[src/rtl/pic_file_access_ctrl.sv]
// pic_file_access_ctrl
// Register-file initiator for a PIC16C57-style core. It runs one byte- or
// bit-oriented file instruction at a time through a fixed read-modify-write
// sequence: IDLE, ADDR, READ, EXEC, WRITE, FLAGS, optional WAIT, DONE.
// It computes the ALU result and the C/DC/Z flags, and it holds W.
// Optional feature macro: PIC_FILE_SKIP_EN. When it is defined,
// BTFSC/BTFSS/INCFSZ/DECFSZ are implemented and drive `skip`. When it is
// undefined, those four opcodes behave as NOP and `skip` stays low.
module pic_file_access_ctrl #(
    parameter int SKIP_LAT = 0
) (
    input  logic       clk,
    input  logic       rst,
    input  logic       reqValid,
    output logic       reqReady,
    input  logic [4:0] reqOp,
    input  logic [4:0] reqFile,
    input  logic       reqDest,
    input  logic [2:0] reqBit,
    output logic       ack,
    output logic       skip,
    output logic [7:0] wOut,
    output logic [4:0] rfAddress,
    output logic       rfWrite,
    output logic [7:0] rfDataOut,
    output logic       rfStatusEn,
    output logic [7:0] rfStatusOut,
    input  logic [7:0] rfDataIn,
    input  logic [7:0] rfStatusIn
);

    localparam logic [2:0] ST_IDLE  = 3'd0;
    localparam logic [2:0] ST_ADDR  = 3'd1;
    localparam logic [2:0] ST_READ  = 3'd2;
    localparam logic [2:0] ST_EXEC  = 3'd3;
    localparam logic [2:0] ST_WRITE = 3'd4;
    localparam logic [2:0] ST_FLAGS = 3'd5;
    localparam logic [2:0] ST_WAIT  = 3'd6;
    localparam logic [2:0] ST_DONE  = 3'd7;

    localparam logic [4:0] OP_MOVWF  = 5'h01;
    localparam logic [4:0] OP_CLRF   = 5'h02;
    localparam logic [4:0] OP_CLRW   = 5'h03;
    localparam logic [4:0] OP_MOVF   = 5'h04;
    localparam logic [4:0] OP_INCF   = 5'h05;
    localparam logic [4:0] OP_DECF   = 5'h06;
    localparam logic [4:0] OP_ADDWF  = 5'h07;
    localparam logic [4:0] OP_SUBWF  = 5'h08;
    localparam logic [4:0] OP_ANDWF  = 5'h09;
    localparam logic [4:0] OP_IORWF  = 5'h0A;
    localparam logic [4:0] OP_XORWF  = 5'h0B;
    localparam logic [4:0] OP_COMF   = 5'h0C;
    localparam logic [4:0] OP_SWAPF  = 5'h0D;
    localparam logic [4:0] OP_RLF    = 5'h0E;
    localparam logic [4:0] OP_RRF    = 5'h0F;
    localparam logic [4:0] OP_BCF    = 5'h10;
    localparam logic [4:0] OP_BSF    = 5'h11;
`ifdef PIC_FILE_SKIP_EN
    localparam logic [4:0] OP_BTFSC  = 5'h12;
    localparam logic [4:0] OP_BTFSS  = 5'h13;
    localparam logic [4:0] OP_INCFSZ = 5'h14;
    localparam logic [4:0] OP_DECFSZ = 5'h15;
`endif

    // Flag mask / flag vector layout matches STATUS[2:0]: {Z, DC, C}.
    localparam logic [2:0] FL_C   = 3'b001;
    localparam logic [2:0] FL_Z   = 3'b100;
    localparam logic [2:0] FL_CDZ = 3'b111;

    localparam logic [1:0] LAT_M1 = (SKIP_LAT > 0) ? 2'(SKIP_LAT - 1) : 2'd0;

    logic [2:0] state;
    logic [1:0] wait_cnt;
    logic [4:0] op_reg;
    logic       dest_reg;
    logic [2:0] bit_reg;
    logic [7:0] res_reg;
    logic [2:0] flag_reg;
    logic [2:0] mask_reg;
    logic       wr_w_reg;
    logic       skip_reg;

    logic [8:0] sum9;
    logic [8:0] dif9;
    logic [4:0] nib_sum;
    logic [7:0] bit_mask;
    logic [7:0] alu_res;
    logic       alu_c;
    logic       alu_dc;
    logic       alu_z;
    logic [2:0] alu_mask;
    logic       alu_wr_f;
    logic       alu_wr_w;
    logic       alu_skip;
    logic       use_dest;

    // Replace the affected C/DC/Z bits of STATUS and keep the remaining bits.
    function automatic logic [7:0] merge_status(input logic [7:0] st,
                                                input logic [2:0] mask,
                                                input logic [2:0] flags);
        merge_status = {st[7:3], (st[2:0] & ~mask) | (flags & mask)};
    endfunction

    assign reqReady    = (state == ST_IDLE) && !rst;
    assign sum9        = {1'b0, rfDataIn} + {1'b0, wOut};
    assign dif9        = {1'b0, rfDataIn} - {1'b0, wOut};
    assign nib_sum     = {1'b0, rfDataIn[3:0]} + {1'b0, wOut[3:0]};
    assign bit_mask    = 8'h01 << bit_reg;
    assign alu_z       = (alu_res == 8'h00);
    // STATUS is sampled during FLAGS, so a WRITE to STATUS is already visible here.
    assign rfStatusOut = (state == ST_FLAGS) ? merge_status(rfStatusIn, mask_reg, flag_reg) : 8'h00;

    // EXEC-stage ALU: the result, the flags, the destination and the skip condition.
    always_comb begin
        alu_res  = 8'h00;
        alu_c    = 1'b0;
        alu_dc   = 1'b0;
        alu_mask = 3'b000;
        alu_wr_f = 1'b0;
        alu_wr_w = 1'b0;
        alu_skip = 1'b0;
        use_dest = 1'b0;
        case (op_reg)
            OP_MOVWF: begin alu_res = wOut; alu_wr_f = 1'b1; end
            OP_CLRF:  begin alu_wr_f = 1'b1; alu_mask = FL_Z; end
            OP_CLRW:  begin alu_wr_w = 1'b1; alu_mask = FL_Z; end
            OP_MOVF:  begin alu_res = rfDataIn; use_dest = 1'b1; alu_mask = FL_Z; end
            OP_INCF:  begin alu_res = rfDataIn + 8'd1; use_dest = 1'b1; alu_mask = FL_Z; end
            OP_DECF:  begin alu_res = rfDataIn - 8'd1; use_dest = 1'b1; alu_mask = FL_Z; end
            OP_ADDWF: begin
                alu_res  = sum9[7:0];
                alu_c    = sum9[8];
                alu_dc   = nib_sum[4];
                use_dest = 1'b1;
                alu_mask = FL_CDZ;
            end
            OP_SUBWF: begin
                // C and DC are active-low borrows.
                alu_res  = dif9[7:0];
                alu_c    = ~dif9[8];
                alu_dc   = (rfDataIn[3:0] >= wOut[3:0]);
                use_dest = 1'b1;
                alu_mask = FL_CDZ;
            end
            OP_ANDWF: begin alu_res = rfDataIn & wOut; use_dest = 1'b1; alu_mask = FL_Z; end
            OP_IORWF: begin alu_res = rfDataIn | wOut; use_dest = 1'b1; alu_mask = FL_Z; end
            OP_XORWF: begin alu_res = rfDataIn ^ wOut; use_dest = 1'b1; alu_mask = FL_Z; end
            OP_COMF:  begin alu_res = ~rfDataIn; use_dest = 1'b1; alu_mask = FL_Z; end
            OP_SWAPF: begin alu_res = {rfDataIn[3:0], rfDataIn[7:4]}; use_dest = 1'b1; end
            OP_RLF: begin
                alu_res  = {rfDataIn[6:0], rfStatusIn[0]};
                alu_c    = rfDataIn[7];
                use_dest = 1'b1;
                alu_mask = FL_C;
            end
            OP_RRF: begin
                alu_res  = {rfStatusIn[0], rfDataIn[7:1]};
                alu_c    = rfDataIn[0];
                use_dest = 1'b1;
                alu_mask = FL_C;
            end
            OP_BCF: begin alu_res = rfDataIn & ~bit_mask; alu_wr_f = 1'b1; end
            OP_BSF: begin alu_res = rfDataIn | bit_mask; alu_wr_f = 1'b1; end
`ifdef PIC_FILE_SKIP_EN
            OP_BTFSC:  alu_skip = ~rfDataIn[bit_reg];
            OP_BTFSS:  alu_skip = rfDataIn[bit_reg];
            OP_INCFSZ: begin alu_res = rfDataIn + 8'd1; use_dest = 1'b1; alu_skip = (rfDataIn == 8'hFF); end
            OP_DECFSZ: begin alu_res = rfDataIn - 8'd1; use_dest = 1'b1; alu_skip = (rfDataIn == 8'h01); end
`endif
            default: ;
        endcase
        if (use_dest) begin
            alu_wr_f = dest_reg;
            alu_wr_w = ~dest_reg;
        end
    end

    // Sequencer and registered outputs. A reset clears them and aborts any instruction in flight.
    always_ff @(posedge clk) begin
        if (rst) begin
            state      <= ST_IDLE;
            wait_cnt   <= 2'd0;
            ack        <= 1'b0;
            skip       <= 1'b0;
            rfWrite    <= 1'b0;
            rfStatusEn <= 1'b0;
            rfAddress  <= 5'd0;
            rfDataOut  <= 8'h00;
            wOut       <= 8'h00;
        end else begin
            ack  <= 1'b0;
            skip <= 1'b0;
            case (state)
                ST_IDLE: begin
                    if (reqValid) begin
                        rfAddress <= reqFile;
                        state     <= ST_ADDR;
                    end
                end
                ST_ADDR: state <= ST_READ;
                ST_READ: state <= ST_EXEC;
                ST_EXEC: begin
                    rfWrite   <= alu_wr_f;
                    rfDataOut <= alu_res;
                    state     <= ST_WRITE;
                end
                ST_WRITE: begin
                    // write and StatusEn must fall in separate cycles, so StatusEn follows in FLAGS.
                    rfWrite    <= 1'b0;
                    rfStatusEn <= |mask_reg;
                    if (wr_w_reg) begin
                        wOut <= res_reg;
                    end
                    state <= ST_FLAGS;
                end
                ST_FLAGS: begin
                    rfStatusEn <= 1'b0;
                    wait_cnt   <= LAT_M1;
                    if (SKIP_LAT == 0) begin
                        ack   <= 1'b1;
                        skip  <= skip_reg;
                        state <= ST_DONE;
                    end else begin
                        state <= ST_WAIT;
                    end
                end
                ST_WAIT: begin
                    if (wait_cnt == 2'd0) begin
                        ack   <= 1'b1;
                        skip  <= skip_reg;
                        state <= ST_DONE;
                    end else begin
                        wait_cnt <= wait_cnt - 2'd1;
                    end
                end
                ST_DONE: state <= ST_IDLE;
                default: state <= ST_IDLE;
            endcase
        end
    end

    // Instruction fields and EXEC results. These are datapath registers and are not reset.
    always_ff @(posedge clk) begin
        if (reqReady && reqValid) begin
            op_reg   <= reqOp;
            dest_reg <= reqDest;
            bit_reg  <= reqBit;
        end
        if (state == ST_EXEC) begin
            res_reg  <= alu_res;
            flag_reg <= {alu_z, alu_dc, alu_c};
            mask_reg <= alu_mask;
            wr_w_reg <= alu_wr_w;
            skip_reg <= alu_skip;
        end
    end

endmodule

[config.mk]
export PLATFORM = sky130hd
export DESIGN_NAME = pic_file_access_ctrl
export DESIGN_NICKNAME = d
export VERILOG_FILES = /design/src/rtl/pic_file_access_ctrl.sv
export SDC_FILE = /design/constraint.sdc
export NUM_CORES = 1
export LEC_CHECK = 0
export CAP_MARGIN = 20
export CELL_PAD_IN_SITES_DETAIL_PLACEMENT = 1
export CELL_PAD_IN_SITES_GLOBAL_PLACEMENT = 2
export CORE_MARGIN = 10
export CORE_UTILIZATION = 35
export DETAILED_ROUTE_END_ITERATION = 16
export HOLD_SLACK_MARGIN = 0.05
export PLACE_DENSITY_LB_ADDON = 0.1
export SLEW_MARGIN = 25
export SYNTH_ARGS = -nofsm -noshare
export SYNTH_HDL_FRONTEND = slang
export SYNTH_SLANG_ARGS = --single-unit
export TNS_END_PERCENT = 50
[constraint.sdc]
create_clock -name clk -period 7.26 [get_ports clk]
set_input_delay 0.726 -clock clk [delete_from_list [all_inputs] [get_ports clk]]
set_output_delay 0.726 -clock clk [all_outputs]
set_load 0.005 [all_outputs]
==> flow_summary_export.csv <==
group,metric,value,unit
cells_and_area,fillCellCount,1417,
cells_and_area,n_antenna_cell,0,
clocking,cts_buffers,5,
worst_setup_path,r2r_cells,10,
cells_and_area,regArea,0.00130,mm^2
detailed_routing,vias_per_cell,5.86,
global_route,grt_use_total,17.1,%
detailed_routing,ant_nets,0,
clocking,root_buffer,"clkbuf_16",
die,rows,40,
clocking,cts_tree,"yes",
clocking,cts_sinks,53,
worst_setup_path,path_buf_inv,0,
job,maxCapViolations,0,
detailed_routing,wl_per_cell,21.3,um
clocking,clk_latency,0.30,ns
pwr,peakVddDrop,0.0000890,V
global_route,grt_pass1_vias,4076,
detailed_routing,dr.pass1.iters,5,
logic_synthesis,synth_nets,552,
cells_and_area,multi_input_area,0.00264,mm^2
die,initial_core_util,35.5,%
global_route,grt_pass1_wl,22800,um
worst_setup_path,critical-path-top-delay-family,"compound AO/OA/AOI/OAI gates",
min_path,hold_path_class,"reg2reg",
worst_setup_path,arrival,4.07,ns
die,coreArea,0.0119,mm^2
worst_setup_path,cp-start-kind,"register",
clocking,postCtsSetupBuffers,0,
status,run_status,"finished, final reports clean",
clocking,cts-resized-gates,0,
global_route,grt_max_degree,32,
timing,hold_viol,0,
cells_and_area,drive_gt1_share,4.82,%
timing,whs,0.484,ns
worst_setup_path,path_cells,"nand3b_2, nor3_2, ha_1, a21oi_1, o211ai_1, o41ai_1, xor2_1, a221oi_1, o21ai_1, nor4_2",
detailed_routing,dr.first_iter.drc_count,318,
detailed_routing,vias,4021,
clocking,path_clk_slew,0.07,ns
timing,max_slew_margin,37.6,%
die,fp.dieW,130,um
worst_setup_path,slowest_delay,0.77,ns
logic_synthesis,syn_inst,489,
worst_setup_path,endpoint,"flag_reg[2]$_DFFE_PN_",
logic_synthesis,ys.warnings.count,0,
logic_synthesis,synthArstFlopShare,0,%
timing,final-setup-viol-count,0,
logic_synthesis,ys_ff_latch,53,
worst_setup_path,crit_path_end_kind,"register",
worst_setup_path,cp_slowest_cell,"edfxtp_1",
timing,fin_setup_tns,0,ns
worst_setup_path,worstSetupPathDepth,10,
global_route,antenna_found_initial,0,
detailed_routing,drt-total-wl,14600,um
die,die_area,0.0169,mm^2
die,ios,67,
placed_design,io_buffers,65,
timing,timing.fmax,0.254,GHz
timing,tightest_slew,0.936,ns
worst_setup_path,r2r-start,"op_reg[1]$_DFFE_PP_",
pwr,cellPowerDensity,206,mW/mm^2
global_route,grt.overflow.total,0,
placed_design,dp_hpwl,11400,um
worst_setup_path,required,7.38,ns
detailed_routing,drcViolationCount,0,
timing,finalCritPeriodShare,54.3,%
timing,period_needed,3.94,ns
placed_design,gp_congestion,0.909,
worst_setup_path,r2r-end,"flag_reg[2]$_DFFE_PN_",
clocking,cts.path.max_buffers,2,
logic_synthesis,avgSynthCellArea,8.64,um^2
timing,rsz0062_at_grt,"no",
pwr,p_leak,2.01,nW
logic_synthesis,syn_area,0.00423,mm^2
worst_setup_path,worst-path-max-fanout,23,
worst_setup_path,rrSetupSlack,3.32,ns
cells_and_area,nets,601,
placed_design,dp_slack,3.10,ns
logic_synthesis,synth_top_flop_cell,"dfxtp_1",
timing,drv_slew,0,
logic_synthesis,synth_edf_count,24,
die,die-height,130,um
cells_and_area,syn2layout_area_growth,20.6,%
timing,skew,0.00607,ns
clocking,h-tree-depth,2,
worst_setup_path,crit_type,"reg2reg",
logic_synthesis,synth_cell_type_count,78,
worst_setup_path,cp-startpoint,"op_reg[1]$_DFFE_PP_",
timing,setup_ws,3.32,ns
logic_synthesis,ys_seq_area_share,30.8,%
clocking,holdBufCountCts,0,
## per-layer routing
layer	up-vias	track usage, %	routed length (um)	part of all wire, %
li1	1909	-	-	-
met1	1947	23.0	6870	47
met2	135	26.7	6590	45
met3	30	3.45	837	5.7
met4	0	6.02	300	2.1
met5	-	0	0	0
## cells by family after synthesis
kind of cell,count (synthesis),share of synthesized area (%)
simple gates,181,22.9
compound gates,128,22.5
buf+inv,63,6.81
flops,53,30.8
fa+ha+maj,30,9.42
mux,19,4.53
xor+xnor,14,2.90
other cells,1,0.0888
## area by class of cell
type                       instances  share of cell area [%]
multi-input combinational        373                    51.8
sequential                        53                    25.5
timing repair buffer              66                    12.9
tap                              147                    3.61
clock buffer                       8                    3.29
inverter                          39                    2.87
## cell usage in the layout (no fill, tap or decap), types with 4 or more instances in the layout
cell type	synthesis	routed
nor2b_1	9	9
ha_1	27	27
xor2_1	7	7
o21bai_1	6	6
a221oi_1	6	6
o21ai_0	18	18
nand2_1	20	20
nor3_1	20	20
nor3b_1	6	6
a22oi_1	10	10
a211oi_1	7	7
or3_1	4	4
o211a_1	4	4
or3b_2	4	4
nor2_1	61	61
o2111ai_1	4	4
nand2b_1	5	5
nand3_1	15	15
o22ai_1	5	5
nand3b_1	5	5
clkbuf_16	0	6
a21oi_1	20	20
dfxtp_1	29	29
a31oi_1	4	4
edfxtp_1	24	24
inv_1	39	38
mux2i_1	18	18
and3_1	12	12
clkdlybuf4s50_1	0	65
xnor2_1	7	7
## how the worst min path moves through the flow
| stage | start | endpoint | cells after the start |
|---|---|---|---|
| after floorplan | res_reg[0]$_DFFE_PN_ | wOut[0]$_SDFFE_PP0P_ | 2 |
| after global placement | res_reg[2]$_DFFE_PN_ | wOut[2]$_SDFFE_PP0P_ | 2 |
| after detailed placement | res_reg[1]$_DFFE_PN_ | wOut[1]$_SDFFE_PP0P_ | 2 |
| after CTS | res_reg[1]$_DFFE_PN_ | wOut[1]$_SDFFE_PP0P_ | 2 |
| after global routing | res_reg[1]$_DFFE_PN_ | wOut[1]$_SDFFE_PP0P_ | 2 |
| final | res_reg[1]$_DFFE_PN_ | wOut[1]$_SDFFE_PP0P_ | 2 |
## where the power goes
part	internal [mW]	switching [mW]	total (mW)
clock network	0.159	0.110	0.269
registers	0.361	0.0526	0.414
logic	0.162	0.205	0.367
total	0.682	0.368	1.05
## cell usage after synthesis (3+ instances only)
master,count,area share (%)
a21oi_1,20,2.4
edfxtp_1,24,17
ha_1,27,8.0
o211a_1,4,0.95
or3_1,4,0.59
o21bai_1,6,1.1
o22ai_1,5,0.74
o2111ai_1,4,0.83
or3b_2,4,0.83
a211oi_1,7,1.2
a222oi_1,3,0.71
and2_1,3,0.44
nand2_1,20,1.8
buf_6,4,1.1
a32oi_1,3,0.62
nor2_1,61,5.4
a31oi_1,4,0.59
a221oi_1,6,1.2
nor2b_1,9,1.3
o21ai_0,18,2.1
a22oi_1,10,1.8
mux2i_1,18,4.3
xor2_1,7,1.5
fa_1,3,1.4
dfxtp_1,29,14
clkbuf_1,10,0.89
nand3b_1,5,0.89
buf_2,5,0.59
xnor2_1,7,1.5
buf_4,4,0.71
nor3b_1,6,1.1
a221o_1,3,0.71
nand2b_1,5,0.74
inv_1,39,3.5
nor3_1,20,2.4
o211ai_1,3,0.53
and3_1,12,1.8
nand3_1,15,1.8
a21o_1,3,0.53
## stage by stage
step                      util, %  instance area, um^2  total power [mW]  std cells
final                        42.8                 5090              1.05        686
after floorplan                 -                 4230             0.646        489
after detailed placement     41.4                 4930             0.787        678
after global placement       41.4                 4930             0.775        678
after global routing         42.8                 5090              1.11        686
after CTS                    42.8                 5090              1.06        686
## worst min-delay path, delay by kind of cell, from the launching register on
kind | cells | cell delay, ns
flip-flops | 1 | 0.32
multiplexers | 1 | 0.06
AND/OR/NAND/NOR | 1 | 0.07
Power figures use the tool's default switching activity.
